[src/rtl/minmax_sequencer_if.sv]
// Sample handshake between a producer and the min/max tracker.
interface minmax_sequencer_if #(
  parameter int DATA_W = 16
);
  logic [DATA_W-1:0] sample;
  logic              sample_valid;
  logic              sample_ready;

  modport master (
    output sample,
    output sample_valid,
    input  sample_ready
  );

  modport slave (
    input  sample,
    input  sample_valid,
    output sample_ready
  );
endinterface

[src/rtl/minmax_sequencer.sv]
// Streaming min/max tracker for unsigned 16-bit samples. One magnitude
// comparator is shared in time: a new sample is compared against the running
// maximum in CMP_MAX and then against the running minimum in CMP_MIN. The
// first sample after reset/clear bypasses the comparator.
module minmax_sequencer #(
  parameter int CNT_WIDTH = 8
) (
  input  logic                 clk,
  input  logic                 n_rst,
  input  logic                 clear,
  minmax_sequencer_if.slave    smp,
  output logic [15:0]          max_val,
  output logic [15:0]          min_val,
  output logic [CNT_WIDTH-1:0] sample_count,
  output logic                 update_done,
  output logic                 count_sat
);

  localparam int DATA_W = 16;
  localparam logic [CNT_WIDTH-1:0] CNT_MAX = '1;

  typedef enum logic [1:0] {
    IDLE    = 2'd0,
    CMP_MAX = 2'd1,
    CMP_MIN = 2'd2
  } state_t;

  state_t              state;
  state_t              state_nxt;
  logic [DATA_W-1:0]   hold;
  logic [DATA_W-1:0]   cmp_a;
  logic [DATA_W-1:0]   cmp_b;
  logic                cmp_gt;
  logic                cmp_lt;
  logic                ready;
  logic                xfer;

  // Saturating increment of the accepted-sample counter.
  function automatic logic [CNT_WIDTH-1:0] sat_inc(input logic [CNT_WIDTH-1:0] c);
    if (c == CNT_MAX) begin
      return c;
    end
    return c + CNT_WIDTH'(1);
  endfunction

  assign ready            = (state == IDLE) && !clear;
  assign smp.sample_ready = ready;
  assign xfer             = smp.sample_valid && ready;

  // Shared comparator: operand selection depends on state only; in IDLE the
  // operands default to the CMP_MAX pairing and the result is ignored.
  always_comb begin
    cmp_a = hold;
    cmp_b = max_val;
    if (state == CMP_MIN) begin
      cmp_b = min_val;
    end
  end

  assign cmp_gt = cmp_a > cmp_b;
  assign cmp_lt = cmp_a < cmp_b;

  // State register.
  always_ff @(posedge clk or negedge n_rst) begin
    if (!n_rst) begin
      state <= IDLE;
    end else begin
      state <= state_nxt;
    end
  end

  // Next-state logic; clear always returns to IDLE, discarding any in-flight sample.
  always_comb begin
    state_nxt = state;
    if (clear) begin
      state_nxt = IDLE;
    end else begin
      case (state)
        IDLE: begin
          if (xfer && (sample_count != '0)) begin
            state_nxt = CMP_MAX;
          end
        end
        CMP_MAX: state_nxt = CMP_MIN;
        CMP_MIN: state_nxt = IDLE;
        default: state_nxt = IDLE;
      endcase
    end
  end

  // Statistics, held sample and the update_done pulse.
  always_ff @(posedge clk or negedge n_rst) begin
    if (!n_rst) begin
      hold         <= '0;
      max_val      <= '0;
      min_val      <= '0;
      sample_count <= '0;
      update_done  <= 1'b0;
      count_sat    <= 1'b0;
    end else if (clear) begin
      max_val      <= '0;
      min_val      <= '0;
      sample_count <= '0;
      update_done  <= 1'b0;
      count_sat    <= 1'b0;
    end else begin
      update_done <= 1'b0;
      case (state)
        IDLE: begin
          if (xfer) begin
            if (sample_count == '0) begin
              max_val      <= smp.sample;
              min_val      <= smp.sample;
              sample_count <= CNT_WIDTH'(1);
              update_done  <= 1'b1;
            end else begin
              hold <= smp.sample;
            end
          end
        end
        CMP_MAX: begin
          if (cmp_gt) begin
            max_val <= hold;
          end
        end
        CMP_MIN: begin
          if (cmp_lt) begin
            min_val <= hold;
          end
          if (sample_count == CNT_MAX) begin
            count_sat <= 1'b1;
          end
          sample_count <= sat_inc(sample_count);
          update_done  <= 1'b1;
        end
        default: ;
      endcase
    end
  end

endmodule

[src/flat_wrapper.sv]
// flat-port wrapper written by rule: the top's interface ports become plain ports
module minmax_sequencer_flat 
#(
  parameter int CNT_WIDTH = 8
)
  (clk, n_rst, clear, max_val, min_val, sample_count, update_done, count_sat, smp_sample, smp_sample_valid, smp_sample_ready);
  minmax_sequencer_if smp_i ();
  input  logic clk;
  input  logic n_rst;
  input  logic clear;
  output logic [15:0] max_val;
  output logic [15:0] min_val;
  output logic [CNT_WIDTH-1:0] sample_count;
  output logic update_done;
  output logic count_sat;
  input wire logic [$bits(smp_i.sample)-1:0] smp_sample;
  input wire logic [$bits(smp_i.sample_valid)-1:0] smp_sample_valid;
  output wire logic [$bits(smp_i.sample_ready)-1:0] smp_sample_ready;
  assign smp_i.sample = smp_sample;
  assign smp_i.sample_valid = smp_sample_valid;
  assign smp_sample_ready = smp_i.sample_ready;
  minmax_sequencer #(.CNT_WIDTH(CNT_WIDTH)) u_core (.clk(clk), .n_rst(n_rst), .clear(clear), .smp(smp_i), .max_val(max_val), .min_val(min_val), .sample_count(sample_count), .update_done(update_done), .count_sat(count_sat));
endmodule
[config.mk]
export PLATFORM = sky130hd
export DESIGN_NAME = minmax_sequencer_flat
export DESIGN_NICKNAME = d
export VERILOG_FILES = /design/src/rtl/minmax_sequencer_if.sv /design/src/rtl/minmax_sequencer.sv /design/src/flat_wrapper.sv
export SDC_FILE = /design/constraint.sdc
export NUM_CORES = 1
export LEC_CHECK = 0
export BUFFER_PORTS_ARGS = -buffer_cell sky130_fd_sc_hd__buf_2
export CORE_MARGIN = 5
export CORE_UTILIZATION = 50
export DETAILED_ROUTE_END_ITERATION = 8
export MAX_ROUTING_LAYER = met4
export PLACE_DENSITY_LB_ADDON = 0.08
export SLEW_MARGIN = 0
export SYNTH_ARGS = -nofsm -noshare
export SYNTH_HDL_FRONTEND = slang
export SYNTH_SLANG_ARGS = --single-unit
[constraint.sdc]
create_clock -name clk -period 9.2 [get_ports clk]
set_input_delay 0.46 -clock clk [delete_from_list [all_inputs] [get_ports clk]]
set_output_delay 0.46 -clock clk [all_outputs]
set_load 0.01 [all_outputs]
==> results of run 1 <==
worst max-delay path: cells and delay by family, from the launching register on:
family	cells	cell delay, ns
compound gates	4	1.47
fa+ha+maj	1	0.28
flops	1	0.48
mux	2	0.70
simple gates	2	0.99
layout make-up:
| cell class | count | area, sq um | area share |
|---|---|---|---|
| Clock buffer | 13 | 159 | 0.0391 |
| Clock inverter | 2 | 10.0 | 0.00246 |
| Inverter | 6 | 22.5 | 0.00554 |
| Multi-Input combinational cell | 263 | 1920 | 0.472 |
| Sequential cell | 60 | 1500 | 0.369 |
| Tap cell | 96 | 120 | 0.0295 |
| Timing Repair Buffer | 65 | 333 | 0.0819 |
through the flow:
step                instance area [sq um]  hold slack (ns)
floorplan                            3590            0.164
global placement                     3900            0.475
detailed placement                   3900            0.489
CTS                                  4070            0.309
global route                         4070            0.335
finish                               4070            0.291
per-layer routing:
layer,part of all wire,global-route usage,wire length (um)
met5,0,-,0
met4,0.011,0.0505,89
met3,0.050,0.0542,420
met2,0.47,0.315,3910
met1,0.47,0.271,3910
worst max-delay path by stage:
stage                          to  slack, ns  cells past startpoint
2_1_floorplan  u_core.min_val[10]       6.01                     14
3_3_place_gp    u_core.min_val[1]       5.32                      9
3_5_place_dp    u_core.min_val[0]       5.17                      9
4_1_cts         u_core.min_val[0]       5.16                      9
5_1_grt         u_core.min_val[0]       4.93                      9
6_report        u_core.min_val[0]       5.17                      9
flip-flops by register name (all words and copies together), names as in the netlist:
| signal | flops |
|---|---|
| u_core.cmp_a | 16 |
| u_core.count_sat | 1 |
| u_core.max_val | 16 |
| u_core.min_val | 16 |
| u_core.sample_count | 8 |
| u_core.state | 2 |
| u_core.update_done | 1 |
synthesized netlist by cell type, types with 3 or more instances:
cell type / n
a21oi_1: 49
and2_1: 3
ha_1: 18
mux2i_1: 15
dfrtp_1: 60
nor3_1: 3
buf_6: 3
nor2_1: 8
clkbuf_1: 7
and3_1: 4
mux2_4: 20
inv_1: 6
mux2_2: 27
o21ai_0: 4
nand2_1: 82
a31oi_1: 5
buf_2: 3
power by group:
| group | switching, uW | internal, uW | total [uW] |
|---|---|---|---|
| sequential | 36.3 | 300 | 336 |
| combinational | 103 | 96.4 | 200 |
| clock | 98.9 | 110 | 209 |
kinds of logic after synthesis:
kind of cell | Yosys count | synth area share
AND/OR/NAND/NOR | 112 | 0.142
AO/OA/AOI/OAI | 71 | 0.119
multiplexers | 62 | 0.210
flip-flops | 60 | 0.418
buffers and inverters | 26 | 0.0474
adder cells (fa/ha/maj) | 18 | 0.0628
==> results.cfg, run 1 <==
[place]
gp_congestion = 0.772
io_buffers = 62
placed_cells = 490
place_worst_setup_slack_ns = 5.17
dpl.hpwl_um = 5470

[hold_path]
hold_class = input pin to asynchronous set/reset pin

[floorplanning]
ioPinCount = 63
start_util = 0.520
fp-row-count = 30
dieArea_sq_um = 8970
die_w_um = 94.7
die_y_um = 94.7
core_sq_um = 6910

[drt]
vias = 2790
wire_per_inst_um = 16.5
antenna_left = 0
dr.pass1.iters = 5
drtIter0Drc = 133
drc = 0
wl_um = 8330
drt-vias-per-instance = 5.52

[logic_synthesis]
synth_top_area_frac = 0.418
synth_cells = 349
synth.avg_cell_area_sq_um = 10.3
yosysWarnings = 0
synth-edff-count = 0
ys_types = 40
synth_area_leader_cell = dfrtp_1
async_reset_ff_frac = 1.00
netlist_area_sq_um = 3590
ys_seq_area_frac = 0.418
synthTopCellsByArea = dfrtp_1 42%, nand2_1 8.6%, mux2_2 8.5%
yosys_most_used_dff = dfrtp_1
ys_seq_elements = 60
synth_nets = 387

[sta]
max_slew_margin = 0.211
hold_viol_final = 0
maxSlewViolCount = 0
tns_ns = 0
min_period_over_period = 0.438
skew_ns = 0.00832
layout_setup_ws_ns = 5.17
layout_min_cycle_time_ns = 4.03
setup_viol = 0
tightestPinTransition_ns = 1.18
max_freq_ghz = 0.248
rsz0062_at_grt = no

[critical_path]
crit_fanout = 36
cp_slowest_cell = o31a_1
worstPathRequired_ns = 9.42
startpoint = u_core.state[0]
cp.arrival_ns = 4.25
path_cells = nand2b_2, mux2i_1, ha_1, and4_1, a21oi_1, o221ai_2, a221oi_2, o31a_1, mux2_2
regToRegSetupSlack_ns = 5.17
worstSetupStartpointType = register
r2r_cells = 9
cpPeakStageDelay_ns = 0.88
r2r-end = u_core.min_val[0]
timing.rr.start = u_core.state[0]
cp-end-kind = register
path_class = register to register

[global_route]
grt_pass1_vias = 2794
antenna_found_initial = 0
grt_remaining_overflow = 0
grt_max_degree = 61
track_usage = 0.205
grt_pass1_wl_um = 14000

[clock_tree]
cts_made_buffers = 9
htreeDepth = 3
clkLatencyLatePin_ns = 0.34
cts_tree = yes
cts_root_buffer = clkbuf_8
clock_sinks = 60
clockBufferDepth = 2
cts_resized = 0
clkTransAtPathRegs_ns = 0.06
ctsHoldBuffers = 0
postCtsSetupBuffers = 0

[power_and_ir_drop]
peakVddDrop_mv = 0.105
finalPower_uw = 746
powerDensity_nw_per_um2 = 183
p_leak_uw = 0.00210

[layout]
final_cell_mix = 82 x nand2_1, 62 x buf_2, 60 x dfrtp_1
diodes = 0
final_common_cell = nand2_1
fin_util = 0.589
layout.cells.non_filler = 505
drive_above_1_share = 0.325
area_growth_pct = 13.3
finalNetCount = 443
num-fill-cells = 626

[flow_run]
maxCapViolCount = 0

[status]
status = completed
(Power assumes the default switching activity.)
==> inputs of run 2 (changes only) <==
==> constraint.sdc (replaced) <==
create_clock -name clk -period 3.5 [get_ports clk]
set_input_delay 0.175 -clock clk [delete_from_list [all_inputs] [get_ports clk]]
set_output_delay 0.175 -clock clk [all_outputs]
set_load 0.01 [all_outputs]
==> run 2 against run 1 <==
Maximum frequency rose by 25%. Total power grew to 2.7 times the previous value. Sequential power grew to 2.6 times the previous value. First-iteration DRC count decreased by 23%. Largest cell class unchanged. Routed wire length increased by 1.8%. Setup slack got worse by 4.9 ns. Critical endpoint is now u_core.min_val[2]. Combinational power increased to 2.7 times the previous value. Final area rose by 2.6%.
==> results.cfg, run 2 (synthesized netlist as in run 1, its figures left out) <==
[sta]
hold_viol_final = 0
rsz0062_at_grt = no
skew_ns = 0.0101
max_freq_ghz = 0.310
layout_min_cycle_time_ns = 3.23
maxSlewViolCount = 0
layout_setup_ws_ns = 0.273
max_slew_margin = 0.415
min_period_over_period = 0.922
tightestPinTransition_ns = 0.877
holdWs_ns = 0.107
setup_viol = 0
tns_ns = 0

[floorplanning]
fp-row-count = 30
die_y_um = 94.7
dieArea_sq_um = 8970
core_sq_um = 6910
die_w_um = 94.7
ioPinCount = 63
start_util = 0.520

[drt]
antenna_left = 0
drtIter0Drc = 103
drc = 0
wl_um = 8480
vias = 2797
wire_per_inst_um = 16.4
drt-vias-per-instance = 5.41
dr.pass1.iters = 4

[global_route]
track_usage = 0.208
grt_remaining_overflow = 0
antenna_found_initial = 0
grt_max_degree = 44
grt_pass1_vias = 2856
grt_pass1_wl_um = 14200

[critical_path]
cpPeakStageDelay_ns = 0.48
cp-end-kind = register
worstSetupStartpointType = register
crit_fanout = 14
cp_common_cell = buf_4
path_cells = nand2b_2, buf_4, mux2i_1, ha_1, a21oi_1, o21ai_0, a221oi_2, o31a_1, buf_4, mux2_2
cp_slowest_cell = dfrtp_1
path_class = register to register
worstPathRequired_ns = 3.71
cp.arrival_ns = 3.43

[clock_tree]
clkTransAtPathRegs_ns = 0.06
clockBufferDepth = 2
cts_resized = 0
clock_sinks = 60
cts_tree = yes
htreeDepth = 3
clkLatencyLatePin_ns = 0.33
cts_made_buffers = 9
cts_root_buffer = clkbuf_8

[hold_path]
hold_class = input pin to register

[layout]
num-fill-cells = 640
final_cell_mix = 82 x nand2_1, 62 x buf_2, 60 x dfrtp_1
drive_above_1_share = 0.347
finalNetCount = 456
diodes = 0
layout.cells.non_filler = 517
area_growth_pct = 16.2
final_common_cell = nand2_1

[power_and_ir_drop]
switching_share = 0.316
internal_power_uw = 1360
power_switching_uw = 627
powerDensity_nw_per_um2 = 476
pwr-share-comb = 0.272
p_seq_frac = 0.446
power.share.clock = 0.282
p_leak_uw = 0.00217
peakVddDrop_mv = 0.275

[place]
place_worst_setup_slack_ns = 0.309
gp_congestion = 0.860
dpl.hpwl_um = 6010
io_buffers = 62
placed_cells = 502

[status]
status = completed

[flow_run]
maxCapViolCount = 0
[run 2: layer usage]
| layer | vias up | wire length, um | track usage |
|---|---|---|---|
| met5 | - | 0 | - |
| met4 | 0 | 91 | 0.0745 |
| met3 | 12 | 380 | 0.0327 |
| met2 | 71 | 4090 | 0.336 |
| met1 | 1349 | 3920 | 0.266 |
| li1 | 1365 | - | - |
[run 2: layout make-up]
type,instances,area [sq um],share of cell area
multi-input combinational,263,1920,0.460
tap,96,120,0.0288
inverter,6,22.5,0.00540
timing repair buffer,78,433,0.104
clock buffer,12,165,0.0396
clock inverter,2,10.0,0.00240
sequential,60,1500,0.360
[run 2: worst paths after layout]
check / slack [ns] / cells past startpoint / end / startpoint
setup / recovery: 0.27 / 10 / u_core.min_val[2] / u_core.state[0]
hold / removal: 0.11 / 2 / u_core.cmp_a[3] / smp_sample[3]
setup reg to reg: 0.27 / 10 / u_core.min_val[2] / u_core.state[0]
hold reg to reg: 0.52 / 2 / u_core.count_sat / u_core.count_sat
max in group asynchronous: 2.15 / 3 / u_core.state[1] / n_rst
min in group asynchronous: 0.50 / 2 / u_core.sample_count[4] / n_rst
[run 2: worst max-delay path: cells and delay by family (launching register included)]
family / cells / cell delay (ns)
and+or+nand+nor: 1 / 0.43
buffers and inverters: 2 / 0.46
muxes: 2 / 0.58
adders and majority gates: 1 / 0.27
AOI/OAI and AO/OA: 4 / 0.89
DFF: 1 / 0.48
[run 2: through the flow]
stage                      util  total power (uW)  cell area (sq um)
final                     0.604              1980               4170
after global routing      0.604              2110               4170
after CTS                 0.604              2010               4170
after detailed placement  0.577              1440               3990
after global placement    0.577              1430               3990
after floorplan               -              1270               3590
[run 2: repair_timing]
item                                    CTS  global route
endpoints found under the hold margin    30             0
hold buffers                              1             0
buffers inserted                          0             0
endpoints found under the setup margin    0             0
[run 2: power by group through the flow]
stage          registers (uW)  logic (uW)  clock network (uW)
2_1_floorplan             892         374                   0
3_3_place_gp              896         534                   0
3_5_place_dp              896         545                   0
4_1_cts                   884         549                 579
5_1_grt                   899         604                 610
6_report                  885         540                 559
